$ cat src/rtl/uart_tx_cfg.sv
// Parametrised UART transmitter: start bit, 5..9 data bits (LSB first), optional parity, 1-2 stop bits.
// Define UART_TX_BREAK_EN to add the brk input and the line-break state.
module uart_tx_cfg #(
  parameter int CLK_FREQ  = 50_000_000,
  parameter int BAUD_RATE = 9600,
  parameter int DATA_BITS = 8,
  parameter int PARITY    = 0,
  parameter int STOP_BITS = 1
) (
  input  logic                 clk,
  input  logic                 rst_n,
  input  logic [DATA_BITS-1:0] tx_data,
  input  logic                 tx_valid,
`ifdef UART_TX_BREAK_EN
  input  logic                 brk,
`endif
  output logic                 tx_ready,
  output logic                 tx,
  output logic                 tx_busy,
  output logic                 tx_done
);

  localparam int CLKS_PER_BIT = CLK_FREQ / BAUD_RATE;
  localparam int P            = (PARITY != 0) ? 1 : 0;
  localparam int F            = 1 + DATA_BITS + P + STOP_BITS;
  localparam int CNT_W        = (CLKS_PER_BIT > 1) ? $clog2(CLKS_PER_BIT) : 1;
  localparam int IDX_W        = $clog2(DATA_BITS + 1);

  localparam logic [CNT_W-1:0] CNT_LAST      = CNT_W'(CLKS_PER_BIT - 1);
  localparam logic [IDX_W-1:0] IDX_DATA_LAST = IDX_W'(DATA_BITS);
  localparam logic [IDX_W-1:0] IDX_STOP_LAST = IDX_W'(STOP_BITS - 1);
  localparam logic             PAR_ODD       = (PARITY == 1);

  if (DATA_BITS < 5 || DATA_BITS > 9) begin : g_bad_data_bits
    $error("uart_tx_cfg: DATA_BITS must be 5..9");
  end
  if (PARITY < 0 || PARITY > 2) begin : g_bad_parity
    $error("uart_tx_cfg: PARITY must be 0, 1 or 2");
  end
  if (STOP_BITS < 1 || STOP_BITS > 2) begin : g_bad_stop_bits
    $error("uart_tx_cfg: STOP_BITS must be 1 or 2");
  end
  if (CLKS_PER_BIT < 2) begin : g_bad_baud
    $error("uart_tx_cfg: CLK_FREQ / BAUD_RATE must be at least 2");
  end

  typedef enum logic [2:0] {
    IDLE,
    START,
    DATA,
    PAR,
    STOP
`ifdef UART_TX_BREAK_EN
    , BRK
`endif
  } state_t;

  state_t               state_reg, state_next;
  logic [CNT_W-1:0]     cnt_reg, cnt_next;
  logic [IDX_W-1:0]     idx_reg, idx_next;
  logic [DATA_BITS-1:0] shift_reg, shift_next;
  logic                 par_reg, par_next;
  logic                 tx_reg, tx_next;
  logic                 busy_reg, busy_next;
  logic                 ready_reg, ready_next;
  logic                 done_reg, done_next;
  logic                 bit_end;

`ifdef UART_TX_BREAK_EN
  localparam int BRK_W = $clog2(F * CLKS_PER_BIT);
  localparam logic [BRK_W-1:0] BRK_LAST = BRK_W'(F * CLKS_PER_BIT - 1);

  logic [BRK_W-1:0] brk_cnt_reg, brk_cnt_next;
  logic             mark_reg, mark_next;
`endif

  assign bit_end = (cnt_reg == CNT_LAST);

  always_comb begin
    state_next = state_reg;
    cnt_next   = bit_end ? '0 : cnt_reg + 1'b1;
    idx_next   = idx_reg;
    shift_next = shift_reg;
    par_next   = par_reg;
    tx_next    = tx_reg;
    busy_next  = busy_reg;
    ready_next = ready_reg;
    done_next  = 1'b0;
`ifdef UART_TX_BREAK_EN
    brk_cnt_next = brk_cnt_reg;
    mark_next    = mark_reg;
`endif

    case (state_reg)
      IDLE: begin
        cnt_next   = '0;
        idx_next   = '0;
        tx_next    = 1'b1;
        busy_next  = 1'b0;
        ready_next = 1'b1;
`ifdef UART_TX_BREAK_EN
        if (brk && ready_reg) begin
          state_next   = BRK;
          tx_next      = 1'b0;
          busy_next    = 1'b1;
          ready_next   = 1'b0;
          brk_cnt_next = '0;
          mark_next    = 1'b0;
        end else
`endif
        if (tx_valid && ready_reg) begin
          state_next = START;
          shift_next = tx_data;
          par_next   = (^tx_data) ^ PAR_ODD;
          tx_next    = 1'b0;
          busy_next  = 1'b1;
          ready_next = 1'b0;
        end
      end

      START: begin
        if (bit_end) begin
          state_next = DATA;
          tx_next    = shift_reg[0];
          shift_next = shift_reg >> 1;
          idx_next   = IDX_W'(1);
        end
      end

      // idx_reg counts data bits already put on the line
      DATA: begin
        if (bit_end) begin
          if (idx_reg == IDX_DATA_LAST) begin
            idx_next = '0;
            if (P != 0) begin
              state_next = PAR;
              tx_next    = par_reg;
            end else begin
              state_next = STOP;
              tx_next    = 1'b1;
            end
          end else begin
            tx_next    = shift_reg[0];
            shift_next = shift_reg >> 1;
            idx_next   = idx_reg + 1'b1;
          end
        end
      end

      PAR: begin
        if (bit_end) begin
          state_next = STOP;
          tx_next    = 1'b1;
          idx_next   = '0;
        end
      end

      STOP: begin
        if (bit_end) begin
          if (idx_reg == IDX_STOP_LAST) begin
            state_next = IDLE;
            busy_next  = 1'b0;
            ready_next = 1'b1;
            done_next  = 1'b1;
            idx_next   = '0;
          end else begin
            idx_next = idx_reg + 1'b1;
          end
        end
      end

`ifdef UART_TX_BREAK_EN
      // Hold the line low for at least one frame time, then one mark bit.
      BRK: begin
        if (mark_reg) begin
          if (bit_end) begin
            state_next = IDLE;
            busy_next  = 1'b0;
            ready_next = 1'b1;
            mark_next  = 1'b0;
          end
        end else begin
          cnt_next = '0;
          if (brk_cnt_reg != BRK_LAST) begin
            brk_cnt_next = brk_cnt_reg + 1'b1;
          end else if (!brk) begin
            tx_next   = 1'b1;
            mark_next = 1'b1;
          end
        end
      end
`endif

      default: begin
        state_next = IDLE;
      end
    endcase
  end

  always_ff @(posedge clk or negedge rst_n) begin
    if (!rst_n) begin
      state_reg <= IDLE;
      cnt_reg   <= '0;
      idx_reg   <= '0;
      shift_reg <= '0;
      par_reg   <= 1'b0;
      tx_reg    <= 1'b1;
      busy_reg  <= 1'b0;
      ready_reg <= 1'b0;
      done_reg  <= 1'b0;
    end else begin
      state_reg <= state_next;
      cnt_reg   <= cnt_next;
      idx_reg   <= idx_next;
      shift_reg <= shift_next;
      par_reg   <= par_next;
      tx_reg    <= tx_next;
      busy_reg  <= busy_next;
      ready_reg <= ready_next;
      done_reg  <= done_next;
    end
  end

`ifdef UART_TX_BREAK_EN
  always_ff @(posedge clk or negedge rst_n) begin
    if (!rst_n) begin
      brk_cnt_reg <= '0;
      mark_reg    <= 1'b0;
    end else begin
      brk_cnt_reg <= brk_cnt_next;
      mark_reg    <= mark_next;
    end
  end
`endif

  assign tx       = tx_reg;
  assign tx_busy  = busy_reg;
  assign tx_ready = ready_reg;
  assign tx_done  = done_reg;

endmodule

$ cat config.mk
export PLATFORM = sky130hd
export DESIGN_NAME = uart_tx_cfg
export DESIGN_NICKNAME = d
export VERILOG_FILES = /design/src/rtl/uart_tx_cfg.sv
export SDC_FILE = /design/constraint.sdc
export NUM_CORES = 1
export LEC_CHECK = 0
export CAP_MARGIN = 25
export CORE_MARGIN = 5
export CORE_UTILIZATION = 64
export CTS_BUF_LIST = sky130_fd_sc_hd__clkbuf_4 sky130_fd_sc_hd__clkbuf_8
export CTS_CLUSTER_SIZE = 8
export DETAILED_ROUTE_END_ITERATION = 16
export PLACE_DENSITY = 0.94
export SLEW_MARGIN = 20
export SYNTH_ARGS = -nofsm -noshare
export SYNTH_HDL_FRONTEND = slang
export SYNTH_SLANG_ARGS = --single-unit
export TNS_END_PERCENT = 100
$ cat constraint.sdc
create_clock -name clk -period 7.35 [get_ports clk]
set_input_delay 1.8375 -clock clk [delete_from_list [all_inputs] [get_ports clk]]
set_output_delay 1.8375 -clock clk [all_outputs]
set_load 0.05 [all_outputs]
## After elaboration in Yosys (flattened, before gate mapping)

Index checks and enable logic that the tools add are counted.

| word-level totals | value |
|---|---|
| flip-flop bits (word level) | 32 |
| output and inout bits | 4 |
| input bits | 11 |
| word-level logic and storage cells | 74 |

| operators by class | value |
|---|---|
| muxes and demuxes | 38 |
| add/sub/neg operators | 2 |
| equal/unequal tests | 14 |
| reduce and logical (&&, ||, !) cells | 12 |

Operators with widths:

| operator | number |
|---|---|
| $mux 8 | 4 |
| $mux 13 | 2 |
| $mux 4 | 6 |
| $pmux 8 s3 | 1 |
| $mux 3 | 7 |
| $pmux 4 s5 | 1 |
| $ne 2x2->1 const B | 8 |
| $pmux 3 s5 | 1 |
| $add 13x1->13 const B | 1 |
| $eq 13x13->1 const B | 1 |
| $mux 1 | 13 |
| $reduce_and 5->1 | 2 |
| $reduce_and 7->1 | 1 |
| $eq 3x2->1 const B | 2 |
| $reduce_bool 5->1 | 1 |
| $add 4x1->4 const B | 1 |
| $eq 4x4->1 const B | 1 |
| $logic_not 4->1 | 1 |
| $pmux 1 s2 | 2 |
| $pmux 1 s4 | 1 |
| $reduce_and 4->1 | 1 |
| $reduce_bool 4->1 | 1 |
| $eq 3x1->1 const B | 1 |
| $eq 3x3->1 const B | 1 |
| 5 further kinds | 5 |

## Depth between registers and ports, before layout

Gate-level depths: netlist (run 1).

| logic depth | value |
|---|---|
| depth in word-level cells | 4 |
| depth in mapped cells | 7 |

## Worst setup path before layout (run 1)

OpenSTA, ideal clock, no wires.

| timing path | value |
|---|---|
| kind | input port to flip-flop |
| start | input tx_valid |
| end | register shift_reg[1] |
| data arrival time | 2868 ps |
| required time | 7225 ps |
| stages on the path | 3 |
| slack | 4357 ps |
| cells stage by stage | a21oi_1 a2111oi_4 mux2_2 |

| on the way | value |
|---|---|
| word-level cells in the longest chain between the ends | 3 |

RTL lines:

| item | line | source |
|---|---|---|
| start, declared | 13 | `input logic tx_valid,` |
| $logic_and 1x1->1 | 111 | `if (tx_valid && ready_reg) begin` |
| $ne 2x2->1 (no line) | -- |  |
| $reduce_and 5->1 (no line) | -- |  |
| end signal, assigned | 215 | `shift_reg <= shift_next;` |
| end, declared | 61 | `logic [DATA_BITS-1:0] shift_reg, shift_next;` |

No other way between the ends.
A chain may end at the register's enable or synchronous reset.

## Worst setup path in the final report (run 1)

| timing path | value |
|---|---|
| start | register tx_reg (netlist: tx) |
| end | output tx |

RTL lines:

| item | line | source |
|---|---|---|
| start, declared | 63 | `logic tx_reg, tx_next;` |
| start signal, assigned | 217 | `tx_reg <= tx_next;` |
| end, declared | 18 | `output logic tx,` |

No word-level cell between the ends.

==> results of run 1 <==
[metal layers]
layer | track usage [%] | share of wire [%] | up-vias | wire length, um
met4 | 12.5 | 2.9 | 0 | 109
met5 | 0 | 0 | - | 0
li1 | - | - | 640 | -
met3 | 5.41 | 4.1 | 13 | 155
met1 | 26.4 | 42 | 638 | 1570
met2 | 33.4 | 51 | 38 | 1910
[through the flow]
step	cell area (um2)	worst slack [ns]	hold slack, ns	std cells	total power [uW]
6_report	1960	3.85	0.473	216	546
3_3_place_gp	1900	3.79	0.439	207	427
2_1_floorplan	1750	4.36	0.425	169	387
5_1_grt	1960	3.82	0.507	216	584
4_1_cts	1960	3.83	0.475	216	549
3_5_place_dp	1900	3.73	0.462	208	444
[layout by cell type, fill, tap and decap left out, types with 5 or more instances in the layout]
cell and count:
mux2_2 15, clkbuf_4 7, a21oi_1 6, nand4_1 5, dfrtp_1 31, clkdlybuf4s50_1 14
nor3_1 5, xor2_1 6, inv_1 6, xnor2_1 5, nor2_1 21
[worst max-delay path by stage]
| stage | startpoint | end | slack [ns] | cells past startpoint |
|---|---|---|---|---|
| 6_report | tx$_DFFE_PN1P_ | tx | 3.85 | 1 |
| 5_1_grt | tx$_DFFE_PN1P_ | tx | 3.82 | 1 |
| 4_1_cts | tx$_DFFE_PN1P_ | tx | 3.83 | 1 |
| 3_5_place_dp | tx_valid | shift_reg[7]$_DFFE_PN0P_ | 3.73 | 4 |
| 3_3_place_gp | tx_valid | shift_reg[3]$_DFFE_PN0P_ | 3.79 | 4 |
| 2_1_floorplan | tx_valid | shift_reg[1]$_DFFE_PN0P_ | 4.36 | 3 |
[worst register-to-register path, cell delays in order (launching register included)]
cell       delay, ns
dfrtp_1         0.45
or4_1           0.66
or3_1           0.57
a2111oi_4       0.63
mux2_2          0.40
[logic make-up (layout without fill, tap and decap cells)]
| logic type | after synthesis | after routing |
|---|---|---|
| AOI/OAI and AO/OA | 26 | 26 |
| xor gates and xnor gates | 11 | 11 |
| adders and majority gates | 3 | 3 |
| buffers and inverters | 14 | 30 |
| DFF | 32 | 32 |
| muxes | 17 | 17 |
| and+or+nand+nor | 66 | 66 |
[power breakdown]
group	total, uW	switching (uW)	internal, uW
Clock	103	57.9	44.6
Sequential	256	37.3	219
Combinational	187	101	86.4
Total	546	196	350
[final cells by class]
| cell class | count | area (um2) |
|---|---|---|
| multi-input cells | 123 | 885 |
| flip-flops and latches | 32 | 802 |
| fillers | 200 | 728 |
| repair buffers | 16 | 153 |
| clock buffers | 7 | 52.6 |
| well taps | 31 | 38.8 |
| inverters | 6 | 22.5 |
| clock inverters | 1 | 5.00 |
==> results.py, run 1 <==
metrics = {
    "cts": {
        "cts_tree": "built",
        "clock-root-buffer": "clkbuf_4",
        "numCtsBuffers": 5,
        "clock_sinks": 32,
        "cts_resized": 0,
        "clockBufferDepth": 2,
        "postCtsHoldBufs": 0,
        "postCtsSetupBuffers": 0,
        "path_clk_slew_ns": 0.10,
        "clk_latency_ns": 0.34,
        "htree_levels": 2,
    },
    "cells_and_area": {
        "final_nets": 198,
        "syn2layout_area_growth_pct": 12.0,
        "antenna_cells": 0,
        "final_util_pct": 72.9,
        "largest_reg_flops": 13,
        "drive_above_1_share_pct": 16.8,
    },
    "placed_design": {
        "dp.final_hpwl_mm": 2.66,
        "place.gp.congestion": 0.870,
        "io_buffers": 14,
    },
    "logic_synthesis": {
        "syn_area_per_cell_um2": 10.3,
        "synth_edf_count": 0,
        "synthMuxAreaShare_pct": 10.8,
        "synth.distinct_cells": 42,
        "synth_xor_area_share_pct": 5.51,
        "synth_top_family_by_area": "simple AND/OR/NAND/NOR gates",
        "async_flop_share_pct": 100,
        "synth_nets": 183,
        "synth_common_cells": "dfrtp_1, nor2_1, mux2_2",
        "synth_compound_area_share_pct": 11.4,
        "synth_area_um2": 1750,
        "yosysSeqAreaShare_pct": 45.9,
        "yosys.area.top_type": "dfrtp_1",
        "ys_seq_elements": 32,
        "yosys_warnings": 0,
        "postSynthCellCount": 169,
        "yosys.area_share.simple_pct": 20.8,
        "synthAdderAreaFrac_pct": 2.15,
        "synthTopCellsByArea": "dfrtp_1, mux2_2, nor2_1, xor2_1, xnor2_1",
        "synth_top_area_share_pct": 44.4,
        "synth.most_common_cell": "dfrtp_1",
        "ys.flop_type": "dfrtp_1",
    },
    "job": {
        "drv_cap": 0,
    },
    "critical_path": {
        "ff2ff_path_depth": 4,
        "cp_max_fo": 2,
        "arrival_ns": 1.67,
        "timing.rr.start": "cnt_reg[8]$_DFF_PN0_",
        "cp_top_family": "buffers and inverters",
        "cpMaxStageDelayCell": "clkdlybuf4s50_1",
        "crit_chain": "clkdlybuf4s50_1",
        "crit_required_ns": 5.51,
        "reg2reg_slack_ns": 4.53,
        "max_stage_delay_ns": 0.79,
        "end_kind": "output pin",
        "reg2reg_to": "shift_reg[4]$_DFFE_PN0P_",
        "criticalPathCategory": "reg2out",
        "cp-start-kind": "flip-flop",
        "crit_buf_inv": 1,
    },
    "sta": {
        "slew_headroom_pct": 36.0,
        "finClkSkew_ns": 0.00804,
        "setup_violations": 0,
        "hold_viol": 0,
        "rsz0062_at_grt": "no",
        "fmax_mhz": 286,
        "fin_crit_ns": 3.50,
        "timing.final.crit_share_pct": 47.7,
        "setup_tns_ns": 0,
        "slew_violations": 0,
        "worst_pin_slew_ns": 0.960,
    },
    "route": {
        "dr.pass1.iters": 5,
        "drc": 0,
        "via_per_inst": 6.15,
        "vias": 1329,
        "drtIter0Drc": 88,
        "postRouteWirelength_mm": 3.74,
        "detail_route.wl_per_cell_um": 17.3,
        "ant_nets": 0,
    },
    "pwr": {
        "ir_worst_vdd_mv": 0.258,
        "power.density_nw_per_um2": 279,
        "p_leak_uw": 0.000872,
    },
    "hold_path": {
        "hold_path_class": "reg2reg",
        "min_to": "cnt_reg[0]$_DFF_PN0_",
        "whs_path_depth": 1,
        "hp-start": "cnt_reg[0]$_DFF_PN0_",
    },
    "floorplanning": {
        "start_util_pct": 65.1,
        "rows": 19,
        "die_w_um": 62.3,
        "num_io_pins": 15,
        "coreArea_um2": 2690,
        "die-area_um2": 3880,
        "die_h_um": 62.3,
    },
    "grt": {
        "grt_pass1_vias": 1418,
        "antenna_found_initial": 0,
        "grt_pass1_wl_mm": 6.72,
        "grt_max_degree": 33,
        "track_usage_pct": 21.3,
        "gr-total-overflow": 0,
    },
    "status": {
        "status": "complete, no violations",
    },
}
(Power assumes the default switching activity.)
==> run 2, diff against run 1 <==
Settings changed: CORE_UTILIZATION 64 to 59, PLACE_DENSITY 0.94 to 0.88.
Clock period 7.35 ns to 3.4 ns, I/O delays scaled along.
==> results.py, run 2 (synthesis results as in run 1) <==
metrics = {
    "grt": {
        "antenna_found_initial": 0,
        "track_usage_pct": 20.7,
        "gr-total-overflow": 0,
        "grt_pass1_vias": 1339,
        "grt_max_degree": 33,
        "grt_pass1_wl_mm": 6.54,
    },
    "pwr": {
        "total_power_uw": 1250,
        "power.density_nw_per_um2": 633,
        "p_leak_uw": 0.000872,
        "ir_worst_vdd_mv": 0.550,
    },
    "critical_path": {
        "cp_top_family": "simple AND/OR/NAND/NOR gates",
        "crit_chain": "or4_1, or3_1, a2111oi_4, mux2_2",
        "cp_max_fo": 9,
        "arrival_ns": 3.11,
        "cp-start-kind": "flip-flop",
        "reg2reg_slack_ns": 0.52,
        "max_stage_delay_ns": 0.68,
        "crit_required_ns": 3.63,
        "crit_buf_inv": 0,
        "cpMaxStageDelayCell": "a2111oi_4",
        "end_kind": "flip-flop",
        "criticalPathCategory": "reg2reg",
    },
    "floorplanning": {
        "die_h_um": 64.4,
        "die_w_um": 64.4,
        "die-area_um2": 4150,
        "start_util_pct": 62.3,
        "coreArea_um2": 2810,
        "num_io_pins": 15,
        "rows": 19,
    },
    "cts": {
        "numCtsBuffers": 5,
        "cts_tree": "built",
        "cts_resized": 0,
        "clock_sinks": 32,
        "clk_latency_ns": 0.34,
        "clockBufferDepth": 2,
        "postCtsHoldBufs": 0,
        "clock-root-buffer": "clkbuf_4",
        "postCtsSetupBuffers": 0,
        "htree_levels": 2,
        "path_clk_slew_ns": 0.11,
    },
    "sta": {
        "finClkSkew_ns": 0.0154,
        "timing.final.crit_share_pct": 84.7,
        "fin_crit_ns": 2.88,
        "worst_pin_slew_ns": 0.931,
        "fmax_mhz": 347,
        "setup_violations": 0,
        "rsz0062_at_grt": "no",
        "slew_headroom_pct": 37.9,
        "slew_violations": 0,
        "hold_viol": 0,
        "setup_tns_ns": 0,
    },
    "cells_and_area": {
        "fill_cells": 195,
        "final_common_cell": "dfrtp_1",
        "drive_above_1_share_pct": 16.3,
        "antenna_cells": 0,
        "final_nets": 197,
        "largest_reg_flops": 13,
        "final_util_pct": 70.4,
        "layout_common_cells": "dfrtp_1, nor2_1, mux2_2",
        "syn2layout_area_growth_pct": 13.0,
    },
    "placed_design": {
        "place.gp.congestion": 0.929,
        "dp.final_hpwl_mm": 2.73,
        "io_buffers": 14,
    },
    "status": {
        "status": "complete, no violations",
    },
    "route": {
        "postRouteWirelength_mm": 3.71,
        "via_per_inst": 6.28,
        "detail_route.wl_per_cell_um": 17.3,
        "drtIter0Drc": 172,
        "vias": 1350,
        "ant_nets": 0,
        "drc": 0,
        "dr.pass1.iters": 4,
    },
    "hold_path": {
        "hold_path_class": "reg2reg",
    },
    "job": {
        "drv_cap": 0,
    },
}
run 2: changes by cell type in the layout (fill, tap and decap cells not counted):
cell,change
buf_2,-1
bufinv_16,+1
clkbuf_4,-2
clkinvlp_4,+1
o21ai_0,-1
o21ai_1,+1
run 2: worst paths after layout:
kind                                            from                       end  cells past startpoint
worst max register to register  cnt_reg[9]$_DFF_PN0_  shift_reg[4]$_DFFE_PN0P_                      4
worst min-delay path            cnt_reg[0]$_DFF_PN0_      cnt_reg[0]$_DFF_PN0_                      1
min in group asynchronous                      rst_n      tx_ready$_DFFE_PN0P_                      2
worst min register to register  cnt_reg[0]$_DFF_PN0_      cnt_reg[0]$_DFF_PN0_                      1
worst max-delay path            cnt_reg[9]$_DFF_PN0_  shift_reg[4]$_DFFE_PN0P_                      4
max in group asynchronous                      rst_n            tx$_DFFE_PN1P_                      2
run 2: report_power, final:
group          leakage, uW  switching (uW)  internal [uW]
Combinational     0.000414             219            186
Clock            0.0000412             136            153
Sequential        0.000417            82.5            473
run 2: cell type report:
| type | count | area (um2) | area share (%) |
|---|---|---|---|
| repair buffers | 15 | 148 | 7.47 |
| flip-flops and latches | 32 | 802 | 40.6 |
| inverters | 6 | 22.5 | 1.14 |
| clock inverters | 3 | 42.5 | 2.15 |
| multi-input cells | 123 | 885 | 44.8 |
| clock buffers | 5 | 37.5 | 1.90 |
| well taps | 31 | 38.8 | 1.96 |
run 2: layer usage:
metal  global-route usage [%]  part of all wire (%)  vias to the layer above
met3                     7.08                   5.6                       12
met4                     8.44                   2.5                        0
met1                     26.3                    42                      658
li1                         -                     -                      639
met2                     32.5                    50                       41
met5                        0                     0                        -
run 2: per-stage QoR:
step                      setup WS, ns  area [um2]  hold WS [ns]  cells
final                            0.521        1980         0.485    215
after detailed placement         0.562        1900         0.467    207
after global placement           0.720        1900         0.440    207
after CTS                        0.554        1980         0.485    215
after floorplan                  0.842        1750         0.425    169
after global routing             0.418        1980         0.507    215
==> run 3, diff against run 2 <==
Settings changed: CORE_UTILIZATION 59 to 54, PLACE_DENSITY 0.88 to 0.85.
Clock period 3.4 ns to 2.4 ns, I/O delays scaled along.
==> results.py, run 3 (synthesis results as in run 1) <==
metrics = {
    "floorplanning": {
        "rows": 20,
        "coreArea_um2": 3080,
        "die_h_um": 66.9,
        "die-area_um2": 4470,
        "num_io_pins": 15,
        "die_w_um": 66.9,
        "start_util_pct": 56.8,
    },
    "cells_and_area": {
        "antenna_cells": 0,
        "final_cell_area_um2": 2090,
        "seq_area_um2": 802,
        "final_common_cell": "dfrtp_1",
        "largest_reg_flops": 13,
        "multi_input_area_um2": 900,
        "fill_cells": 232,
        "syn2layout_area_growth_pct": 19.8,
        "final_nets": 210,
        "layout_common_cells": "dfrtp_1, nor2_1, mux2_2",
        "drive_above_1_share_pct": 22.8,
    },
    "sta": {
        "slew_violations": 0,
        "setup_tns_ns": 0,
        "fmax_mhz": 438,
        "hold_viol": 0,
        "rsz0062_at_grt": "no",
        "worst_pin_slew_ns": 0.500,
        "slew_headroom_pct": 66.6,
        "setup_violations": 0,
        "finClkSkew_ns": 0.0120,
        "timing.final.crit_share_pct": 95.1,
        "worst_slack_ns": 0.117,
        "fin_crit_ns": 2.28,
    },
    "cts": {
        "path_clk_slew_ns": 0.09,
        "clock_sinks": 32,
        "clk_latency_ns": 0.33,
        "postCtsSetupBuffers": 0,
        "numCtsBuffers": 5,
        "clock-root-buffer": "clkbuf_4",
        "cts_tree": "built",
        "cts_resized": 0,
        "clockBufferDepth": 2,
        "postCtsHoldBufs": 0,
        "htree_levels": 2,
    },
    "critical_path": {
        "end_kind": "flip-flop",
        "criticalPathCategory": "reg2reg",
        "cpMaxStageDelayCell": "or4_1",
        "max_stage_delay_ns": 0.54,
        "cp-start-kind": "flip-flop",
        "arrival_ns": 2.50,
        "crit_chain": "or4_1, or3_1, a2111oi_4, buf_6, mux2_2",
        "timing.rr.start": "cnt_reg[9]$_DFF_PN0_",
        "crit_required_ns": 2.62,
        "cp_max_fo": 8,
        "startpoint": "cnt_reg[9]$_DFF_PN0_",
    },
    "route": {
        "drtIter0Drc": 121,
        "dr.pass1.iters": 4,
        "drc": 0,
        "wl_met1_mm": 1.49,
        "wl_met2_mm": 1.92,
        "detail_route.wl_per_cell_um": 15.1,
        "postRouteWirelength_mm": 3.65,
        "vias": 1394,
        "top_layer": "met4",
        "ant_nets": 0,
        "wl_met3_um": 191,
        "via_per_inst": 5.78,
    },
    "pwr": {
        "power.density_nw_per_um2": 816,
        "total_power_uw": 1710,
        "ir_worst_vdd_mv": 0.459,
        "p_leak_uw": 0.000935,
    },
    "placed_design": {
        "pre_cts_ws_ns": 0.0888,
        "dpl_cell_area_um2": 2010,
        "dp.final_hpwl_mm": 2.67,
        "place.gp.congestion": 0.885,
        "io_buffers": 14,
    },
    "grt": {
        "antenna_found_initial": 0,
        "track_usage_pct": 18.7,
        "gr-total-overflow": 0,
        "grt_max_degree": 33,
        "grt_pass1_wl_mm": 6.28,
        "grt_pass1_vias": 1382,
    },
    "hold_path": {
        "hp-start": "cnt_reg[0]$_DFF_PN0_",
        "hold_path_class": "reg2reg",
    },
    "status": {
        "status": "complete, no violations",
    },
    "job": {
        "drv_cap": 0,
    },
}
-- run 3: cell type report --
class | instances | share of cell area (%)
inverter | 6 | 1.08
sequential | 32 | 38.3
multi-input combinational | 123 | 43.0
clock buffer | 8 | 3.17
tap | 44 | 2.63
timing repair buffer | 28 | 11.9
-- run 3: through the flow --
stage / utilization (%) / instances / hold WS (ns)
after floorplan: - / 169 / 0.304
after global placement: 65.3 / 233 / 0.443
after detailed placement: 65.3 / 233 / 0.463
after CTS: 67.4 / 241 / 0.470
after global routing: 68.0 / 241 / 0.483
final: 68.0 / 241 / 0.468
-- run 3: path summary, 6_finish.rpt --
kind	endpoint	slack, ns	depth (start not counted)
worst max-delay path	shift_reg[3]$_DFFE_PN0P_	0.12	5
worst min-delay path	cnt_reg[0]$_DFF_PN0_	0.47	1
worst max register to register	shift_reg[3]$_DFFE_PN0P_	0.12	5
worst min register to register	cnt_reg[0]$_DFF_PN0_	0.47	1
max in group asynchronous	tx$_DFFE_PN1P_	1.44	2
min in group asynchronous	state_reg[2]$_DFFE_PN0P_	0.65	2
-- run 3: routing by layer --
layer	GRT usage (%)	up-vias
li1	-	667
met1	21.8	682
met2	32.3	40
met3	6.07	5
met4	5.57	0
met5	0	-
-- run 3: critical path: cells and delay by family (launching register included) --
kind,cells,cell delay [ns]
muxes,1,0.34
DFF,1,0.38
and+or+nand+nor,2,0.96
buffers and inverters,1,0.18
AOI/OAI and AO/OA,1,0.32
-- run 3: report_power, final --
part	total (uW)	switching (uW)	internal, uW
Sequential	783	112	671
Clock	342	175	167
Combinational	584	303	282
Total	1710	590	1120
